$ cat src/rtl/gcd_rr_scheduler.sv
// Round-robin arbiter that time-shares one external subtract-loop GCD unit among NREQ requesters.
// Zero operands are answered directly; a watchdog aborts jobs whose done never arrives.
module gcd_rr_scheduler #(
    parameter int NREQ       = 4,
    parameter int WIDTH      = 16,
    parameter int MAX_CYCLES = 256
) (
    input  logic                    clk,
    input  logic                    rst,
    input  logic [NREQ-1:0]         req_valid,
    output logic [NREQ-1:0]         req_ready,
    input  logic [NREQ*WIDTH-1:0]   req_a,
    input  logic [NREQ*WIDTH-1:0]   req_b,
    output logic [NREQ-1:0]         rsp_valid,
    output logic [WIDTH-1:0]        rsp_data,
    output logic                    rsp_err,
    output logic                    gcd_start,
    output logic [WIDTH-1:0]        gcd_a,
    output logic [WIDTH-1:0]        gcd_b,
    input  logic                    gcd_done,
    input  logic [WIDTH-1:0]        gcd_result,
    output logic                    busy,
    output logic [$clog2(NREQ)-1:0] grant_id,
    output logic [1:0]              dbg_state
);

    localparam int IDW = $clog2(NREQ);
    localparam int WCW = $clog2(MAX_CYCLES + 1);
    localparam logic [IDW:0]      NREQ_W  = (IDW + 1)'(NREQ);
    localparam logic [WCW-1:0]    MAX_W   = WCW'(MAX_CYCLES);
    localparam logic [WCW-1:0]    TWO_W   = WCW'(2);
    localparam logic [NREQ-1:0]   ONE_LSB = NREQ'(1);

    typedef enum logic [1:0] {
        ST_IDLE  = 2'd0,
        ST_ISSUE = 2'd1,
        ST_WAIT  = 2'd2,
        ST_RESP  = 2'd3
    } state_t;

    state_t           state_q, state_d;
    logic [IDW-1:0]   last_grant_q, last_grant_d;
    logic [IDW-1:0]   grant_id_q, grant_id_d;
    logic [WIDTH-1:0] gcd_a_q, gcd_a_d;
    logic [WIDTH-1:0] gcd_b_q, gcd_b_d;
    logic [WIDTH-1:0] rsp_data_q, rsp_data_d;
    logic             rsp_err_q, rsp_err_d;
    logic [WCW-1:0]   wd_cnt_q, wd_cnt_d;

    logic [IDW:0]     scan_sum;
    logic [IDW-1:0]   scan_idx;
    logic [IDW-1:0]   win_idx;
    logic             win_found;
    logic [WIDTH-1:0] win_a;
    logic [WIDTH-1:0] win_b;
    logic [WCW-1:0]   wait_cyc;

    // Scan upward from the requester after the last grant, wrapping modulo NREQ.
    always_comb begin
        win_found = 1'b0;
        win_idx   = '0;
        scan_sum  = '0;
        scan_idx  = '0;
        for (int k = 1; k <= NREQ; k++) begin
            scan_sum = {1'b0, last_grant_q} + (IDW + 1)'(k);
            if (scan_sum >= NREQ_W) begin
                scan_sum = scan_sum - NREQ_W;
            end
            scan_idx = scan_sum[IDW-1:0];
            if (!win_found && req_valid[scan_idx]) begin
                win_found = 1'b1;
                win_idx   = scan_idx;
            end
        end
    end

    assign win_a = req_a[int'(win_idx)*WIDTH +: WIDTH];
    assign win_b = req_b[int'(win_idx)*WIDTH +: WIDTH];

    // Handshake: requester i is accepted in the cycle where req_valid[i] && req_ready[i];
    // req_ready is one-hot on the round-robin winner and only offered while IDLE.
    assign req_ready = (state_q == ST_IDLE && win_found) ? (ONE_LSB << win_idx) : '0;

    // wd_cnt_q holds the number of WAIT cycles already completed; wait_cyc is the current one.
    assign wait_cyc = wd_cnt_q + WCW'(1);

    always_comb begin
        state_d      = state_q;
        last_grant_d = last_grant_q;
        grant_id_d   = grant_id_q;
        gcd_a_d      = gcd_a_q;
        gcd_b_d      = gcd_b_q;
        rsp_data_d   = rsp_data_q;
        rsp_err_d    = rsp_err_q;
        wd_cnt_d     = wd_cnt_q;

        unique case (state_q)
            ST_IDLE: begin
                if (win_found) begin
                    gcd_a_d      = win_a;
                    gcd_b_d      = win_b;
                    grant_id_d   = win_idx;
                    last_grant_d = win_idx;
                    rsp_err_d    = 1'b0;
                    if (win_a == '0) begin
                        rsp_data_d = win_b;
                        state_d    = ST_RESP;
                    end else if (win_b == '0) begin
                        rsp_data_d = win_a;
                        state_d    = ST_RESP;
                    end else begin
                        state_d    = ST_ISSUE;
                    end
                end
            end
            ST_ISSUE: begin
                wd_cnt_d = '0;
                state_d  = ST_WAIT;
            end
            ST_WAIT: begin
                wd_cnt_d = wait_cyc;
                // Done is masked in the first WAIT cycle so a level left over from the
                // previous job cannot be mistaken for this one; done beats the watchdog.
                if (wait_cyc >= TWO_W && gcd_done) begin
                    rsp_data_d = gcd_result;
                    rsp_err_d  = 1'b0;
                    state_d    = ST_RESP;
                end else if (wait_cyc == MAX_W) begin
                    rsp_data_d = '0;
                    rsp_err_d  = 1'b1;
                    state_d    = ST_RESP;
                end
            end
            ST_RESP: begin
                rsp_err_d = 1'b0;
                state_d   = ST_IDLE;
            end
            default: begin
                state_d = ST_IDLE;
            end
        endcase
    end

    always_ff @(posedge clk) begin
        if (rst) begin
            state_q      <= ST_IDLE;
            last_grant_q <= IDW'(NREQ - 1);
            grant_id_q   <= '0;
            gcd_a_q      <= '0;
            gcd_b_q      <= '0;
            rsp_data_q   <= '0;
            rsp_err_q    <= 1'b0;
            wd_cnt_q     <= '0;
        end else begin
            state_q      <= state_d;
            last_grant_q <= last_grant_d;
            grant_id_q   <= grant_id_d;
            gcd_a_q      <= gcd_a_d;
            gcd_b_q      <= gcd_b_d;
            rsp_data_q   <= rsp_data_d;
            rsp_err_q    <= rsp_err_d;
            wd_cnt_q     <= wd_cnt_d;
        end
    end

    assign rsp_valid = (state_q == ST_RESP) ? (ONE_LSB << grant_id_q) : '0;
    assign rsp_data  = rsp_data_q;
    assign rsp_err   = rsp_err_q;
    assign gcd_start = (state_q == ST_ISSUE);
    assign gcd_a     = gcd_a_q;
    assign gcd_b     = gcd_b_q;
    assign busy      = (state_q != ST_IDLE);
    assign grant_id  = grant_id_q;
    assign dbg_state = state_q;

endmodule

$ cat config.mk
export PLATFORM = sky130hd
export DESIGN_NAME = gcd_rr_scheduler
export DESIGN_NICKNAME = d
export VERILOG_FILES = /design/src/rtl/gcd_rr_scheduler.sv
export SDC_FILE = /design/constraint.sdc
export NUM_CORES = 1
export LEC_CHECK = 0
export CAP_MARGIN = 25
export CORE_MARGIN = 4
export CORE_UTILIZATION = 45
export CTS_CLUSTER_SIZE = 20
export DETAILED_ROUTE_END_ITERATION = 7
export PLACE_DENSITY = 0.94
export REMOVE_ABC_BUFFERS = 1
export SYNTH_ARGS = -nofsm -noshare
export SYNTH_HDL_FRONTEND = slang
export SYNTH_SLANG_ARGS = --single-unit
$ cat constraint.sdc
create_clock -name clk -period 6.6 [get_ports clk]
set_input_delay 0.99 -clock clk [delete_from_list [all_inputs] [get_ports clk]]
set_output_delay 0.99 -clock clk [all_outputs]
set_load 0.02 [all_outputs]
## Yosys cells after proc, flatten, opt, wreduce, memory -nomap -nowiden

Cells that the tools add are included.

- Output and inout bits: 63
- Bits in latches: 0
- Input bits: 151
- Flip-flop bits (word level): 64
- ROM bits: 0
- Word-level logic and storage cells: 95
- Memories: 0
- Bits in writable memories: 0

- Reductions and logical operators: 19
- Divide/modulo/power cells: 0
- $lt $le $gt $ge: 9
- $add $sub $neg: 9
- Bitwise gates (word level): 0
- Equal/unequal tests: 7
- Muxes and demuxes: 39
- Shifts and indexed selects: 4
- Multipliers: 0

Operators with widths:

| cell | count |
|---|---|
| variable part select 64 x 7 -> 16 bit | 2 |
| two-way mux 16 bit | 5 |
| logical NOT 16 bit | 2 |
| one-hot mux 16 bit (2 select lines) | 1 |
| two-way mux 2 bit | 13 |
| one-hot mux 9 bit (2 select lines) | 1 |
| >= comparator 3 bit (second input constant) | 4 |
| less-than comparator 2 x 3 -> 1 bit (second input constant) | 4 |
| two-way mux 1 bit | 11 |
| adder 9 x 1 -> 9 bit (second input constant) | 1 |
| == test 9 bit (second input constant) | 1 |
| >= comparator 9 x 2 -> 1 bit (second input constant) | 1 |
| binary-select mux 1 bit (select 2 bit) | 4 |
| two-way mux 4 bit | 2 |
| one-hot mux 2 bit (4 select lines) | 1 |
| left shift 1 x 2 -> 4 bit (first input constant) | 2 |
| subtractor 2 x 1 -> 2 bit (second input constant) | 4 |
| adder 2 x 2 -> 3 bit (second input constant) | 2 |
| nonzero test 2 bit | 3 |
| logical AND 1 bit | 5 |
| == test 2 bit (second input constant) | 2 |
| AND reduction 2 bit | 2 |
| AND reduction 4 bit | 1 |
| adder 2 x 1 -> 3 bit (second input constant) | 1 |
| 10 further kinds | 12 |

## Depth between registers and ports, before layout

- Depth after elaboration: 21
- Gate-level depth with buffers: 13
- Mapped depth without buffers: 9

## Least setup slack after synthesis

No wires, ideal clock.

- Kind: input to output
- Start point: input port req_valid[0]
- End point: output port req_ready[3]
- Slack: 3176 ps
- Path buffers: 3
- Data required time: 5610 ps
- Cell stages on the path: 7
- Arrival time: 2434 ps
- Cells stage by stage: a21o_1 a31oi_4 buf_2 buf_2 buf_2 nand2_1 nor2_1

- Cells in the longest elaborated chain, start to end: 14
- Elaborated cells between the ends (all ways): 25
- Those cells by class: shift: 1; mux: 17; reduce/logical: 7

Ends and longest elaborated chain:

| what | RTL line | source |
|---|---|---|
| start: declaration | 10 | `input logic [NREQ-1:0] req_valid,` |
| binary-select mux 1 bit (select 2 bit) | 70 | `if (!win_found && req_valid[scan_idx]) begin` |
| two-way mux 1 bit (not written as such) | 70 |  |
| two-way mux 1 bit | 70 |  |
| logical NOT 1 bit | 70 |  |
| logical AND 1 bit | 70 |  |
| two-way mux 1 bit | 70 |  |
| logical NOT 1 bit | 70 |  |
| logical AND 1 bit | 70 |  |
| two-way mux 1 bit | 70 |  |
| logical NOT 1 bit | 70 |  |
| logical AND 1 bit | 70 |  |
| two-way mux 2 bit / two-way mux 1 bit (equally long branches) | 70 |  |
| left shift 1 x 2 -> 4 bit / logical AND 1 bit (equally long branches) | 82 | `assign req_ready = (state_q == ST_IDLE && win_found) ? (ONE_LSB << win_idx) : '0;` |
| two-way mux 4 bit (*) | 82 |  |
| end: declaration | 11 | `output logic [NREQ-1:0] req_ready,` |

Mark *: on every way between the ends. The rest lies on a longest branch, timed or not. The select of a mux whose other input is x is not followed.

## Final worst setup path

- Start point: input port req_valid[3]
- End point: output port req_ready[3]

The elaborated chain is that of the path after synthesis.

==> results by group <==
Die
  – # IOs: 214
  – Initial Utilization: 46.1%
  – Die width: 111 um
  – Die height: 111 um
  – DIE AREA: 12200 um^2
  – Standard-cell rows: 37
  – Core area: 10300 um^2

Clock tree
  – Reg clk slew, reported paths: 0.07 ns
  – Skew-Pair Late Insertion Delay: 0.34 ns
  – Hold_buf cts: 0
  – Clock sink count: 64
  – Clock tree buffer depth: 2
  – CTS tree: done
  – Cts bufs inserted: 9
  – # resized after CTS: 0
  – Root buf cell: clkbuf_8
  – Post-CTS Setup Bufs: 0
  – CTS H-Tree Depth: 3

Synth
  – Synth Instances: 632
  – Synth Area in Compound Gates: 30.3%
  – Cell area after synthesis: 4740 um^2
  – Synth Flop Type: dfxtp_1
  – Top-count cell post-synth: nand2_1
  – Sequential share of the synthesized area: 27.0%
  – Distinct cell type count after synthesis: 55
  – Commonest cells in the netlist: 88 x nand2_1, 67 x nor2_1, 64 x dfxtp_1
  – Yosys top cell area share: 27.0%
  – Synth warnings: 0
  – Adder-cell area share of the yosys netlist: 1.85%
  – EDFF count, synth: 0
  – Xor and xnor area share after synthesis: 0.185%
  – Post-Synth Simple-Gate Area: 21.5%
  – Synth area leaders: dfxtp_1 27%, mux2i_1 7.2%, nand2_1 7.0%, a21oi_1 6.4%, nor2_1 5.3%
  – Flops & latches, synth: 64
  – Largest family of logic cells by synthesized area: compound AO/OA/AOI/OAI gates
  – Post-synth top area cell: dfxtp_1
  – Ys async rst share: 0%
  – Multiplexer share of the synthesized area: 11.5%
  – Avg Cell Area, Syn: 7.50 um^2

Timing
  – RSZ-0062 raised after global routing: false
  – Final Max Tran Viols: 0
  – Setup TNS Final: 0 ns
  – Slew @ Worst Pin: 0.900 ns
  – Highest Clock Rate: 209 MHz
  – Worst setup margin: 1.80 ns
  – Final Hold Vio Count: 0
  – Min Tclk post-route: 4.80 ns
  – Setup Skew: 0.00637 ns
  – Crit share post-route: 72.7%
  – Setup Viol. Count Final: 0
  – Max_slew headroom: 40.0%

Critical path
  – Max incr delay on CP: 0.71 ns
  – CP arrival: 3.81 ns
  – Worst Path Buf+Inv: 3
  – Critical path class: in2out
  – CP dominant cell by count: clkdlybuf4s50_1
  – Crit path max-delay family: buffers and inverters
  – CP max FO: 32
  – Reg2Reg Depth: 10
  – Reg-to-Reg End: rsp_data[12]
  – Crit path cell chain: clkdlybuf4s50_1 > nand3b_1 > a31oi_4 > buf_4 > nand2_1 > nor2_1 > clkdlybuf4s50_1
  – Worst setup SP type: input port
  – Worst R2R Start: last_grant_q[1]
  – Setup crit end kind: primary output
  – R2R Setup Slk: 2.92 ns
  – Worst path required time: 5.61 ns
  – Slowest CP cell: a31oi_4

Place
  – Routability congestion estimate: 0.943
  – Setup Slack @ Placement: 1.81 ns
  – IO buf count: 213
  – Dpl cell area: 6800 um^2
  – Placed cell count: 936
  – Hpwl dp: 13200 um

Final layout
  – Final cell count without fillers: 951
  – Layout net count: 969
  – Syn-to-layout area delta: 47.0%
  – Multi-input gate area: 3100 um^2
  – FILL cells: 863
  – Register area: 1280 um^2
  – Cell area after layout: 6970 um^2
  – Share of layout cells above drive strength 1: 7.61%
  – Ant. Diodes: 0

Global routing
  – Largest net degree at the start of global routing: 51
  – Total track usage: 26.7%
  – Initial antenna violation count: 0
  – Vias in the first global route: 5228
  – Global-route wire length before repair: 27000 um
  – Total grt overflow: 0

Drt
  – Initial DRC count: 454
  – Per-cell routed wire length: 18.3 um
  – Routed via count: 5647
  – Initial DRT Pass Iterations: 6
  – Vias per cell: 5.94
  – Final WL: 17400 um
  – Antenna-violating nets left: 0
  – Drt drc: 0

Power
  – Sw Pwr: 1.26 mW
  – Pwr Density: 380 nW/um^2
  – Max VDD drop: 0.174 mV
  – Seq pwr share: 22.8%
  – P_leak: 2.62 nW
  – Switch share: 47.7%
  – P_int: 1.39 mW
  – Pwr Total: 2.65 mW
  – Clock Power Share: 11.5%
  – Combinational power share: 65.7%

Min path
  – HP Start: gcd_a[11]
  – Hold path cells: 2
  – Worst-case hold path end point: gcd_a[11]
  – Hold crit path type: reg2reg

Run
  – Max-Cap Viols: 0

Status
  – Outcome: finished, final reports clean
-- layer usage --
layer	track usage [%]	share of wire, %
met1	32.4	40
met4	9.20	2.8
met5	0	0
met3	7.26	9.5
met2	45.5	47
-- layout by cell type (no fill, tap or decap), types with 11 or more instances in the layout --
cell / instances
o21bai_1: 16
a31oi_1: 23
clkbuf_8: 11
a21oi_1: 61
nand2_1: 88
a32oi_1: 15
clkdlybuf4s50_1: 212
dfxtp_1: 64
mux2_2: 16
inv_1: 12
o311ai_0: 15
nor2_1: 67
nor4_1: 23
mux2i_1: 34
nand3_1: 21
o21ai_0: 45
-- worst max-delay path by stage --
stage / start / to / slack, ns / cells after the start
detailed placement: req_valid[3] / req_ready[3] / 1.81 / 7
global placement: req_valid[3] / req_ready[3] / 1.87 / 7
CTS: req_valid[3] / req_ready[3] / 1.81 / 7
floorplan: req_valid[0] / rsp_data[10] / 2.52 / 7
global route: req_valid[3] / req_ready[3] / 1.65 / 7
finish: req_valid[3] / req_ready[3] / 1.80 / 7
-- sequential cells by signal, summed over array words and instances, names as in the netlist --
signal	cells
rsp_err	1
last_grant_q	2
dbg_state	2
wd_cnt_q	9
rsp_data	16
gcd_a	16
gcd_b	16
grant_id	2
-- worst min-delay path, cell delays in order (launching register included) --
cell and delay (ns):
dfxtp_1 0.31, nand2_1 0.05, a21oi_1 0.05
-- through the flow --
stage	util [%]	hold slack (ns)
3_5_place_dp	66.1	0.446
6_report	67.8	0.456
3_3_place_gp	66.1	0.441
4_1_cts	67.8	0.456
2_1_floorplan	-	0.438
5_1_grt	67.8	0.470
-- power by group through the flow --
stage	registers [mW]	clock network, mW	logic [mW]
finish	0.604	0.305	1.74
global route	0.622	0.328	1.88
CTS	0.604	0.309	1.73
detailed placement	0.610	0	1.72
global placement	0.602	0	1.70
floorplan	0.741	0	0.908
-- cell type report --
type,instances,share of cell area (%)
inverters,12,0.646
multi-input cells,501,44.5
repair buffers,223,31.6
clock buffers,12,2.23
flip-flops and latches,64,18.4
well taps,136,2.44
clock inverters,3,0.251
-- cell families (layout without fill, tap and decap cells) --
group	count (synthesis)	after routing
AND/OR/NAND/NOR	227	227
AO/OA/AOI/OAI	215	215
buffers and inverters	67	250
flip-flops	64	64
multiplexers	51	51
adder cells (fa/ha/maj)	7	7
XOR/XNOR	1	1
Power figures use the tool's default switching activity.
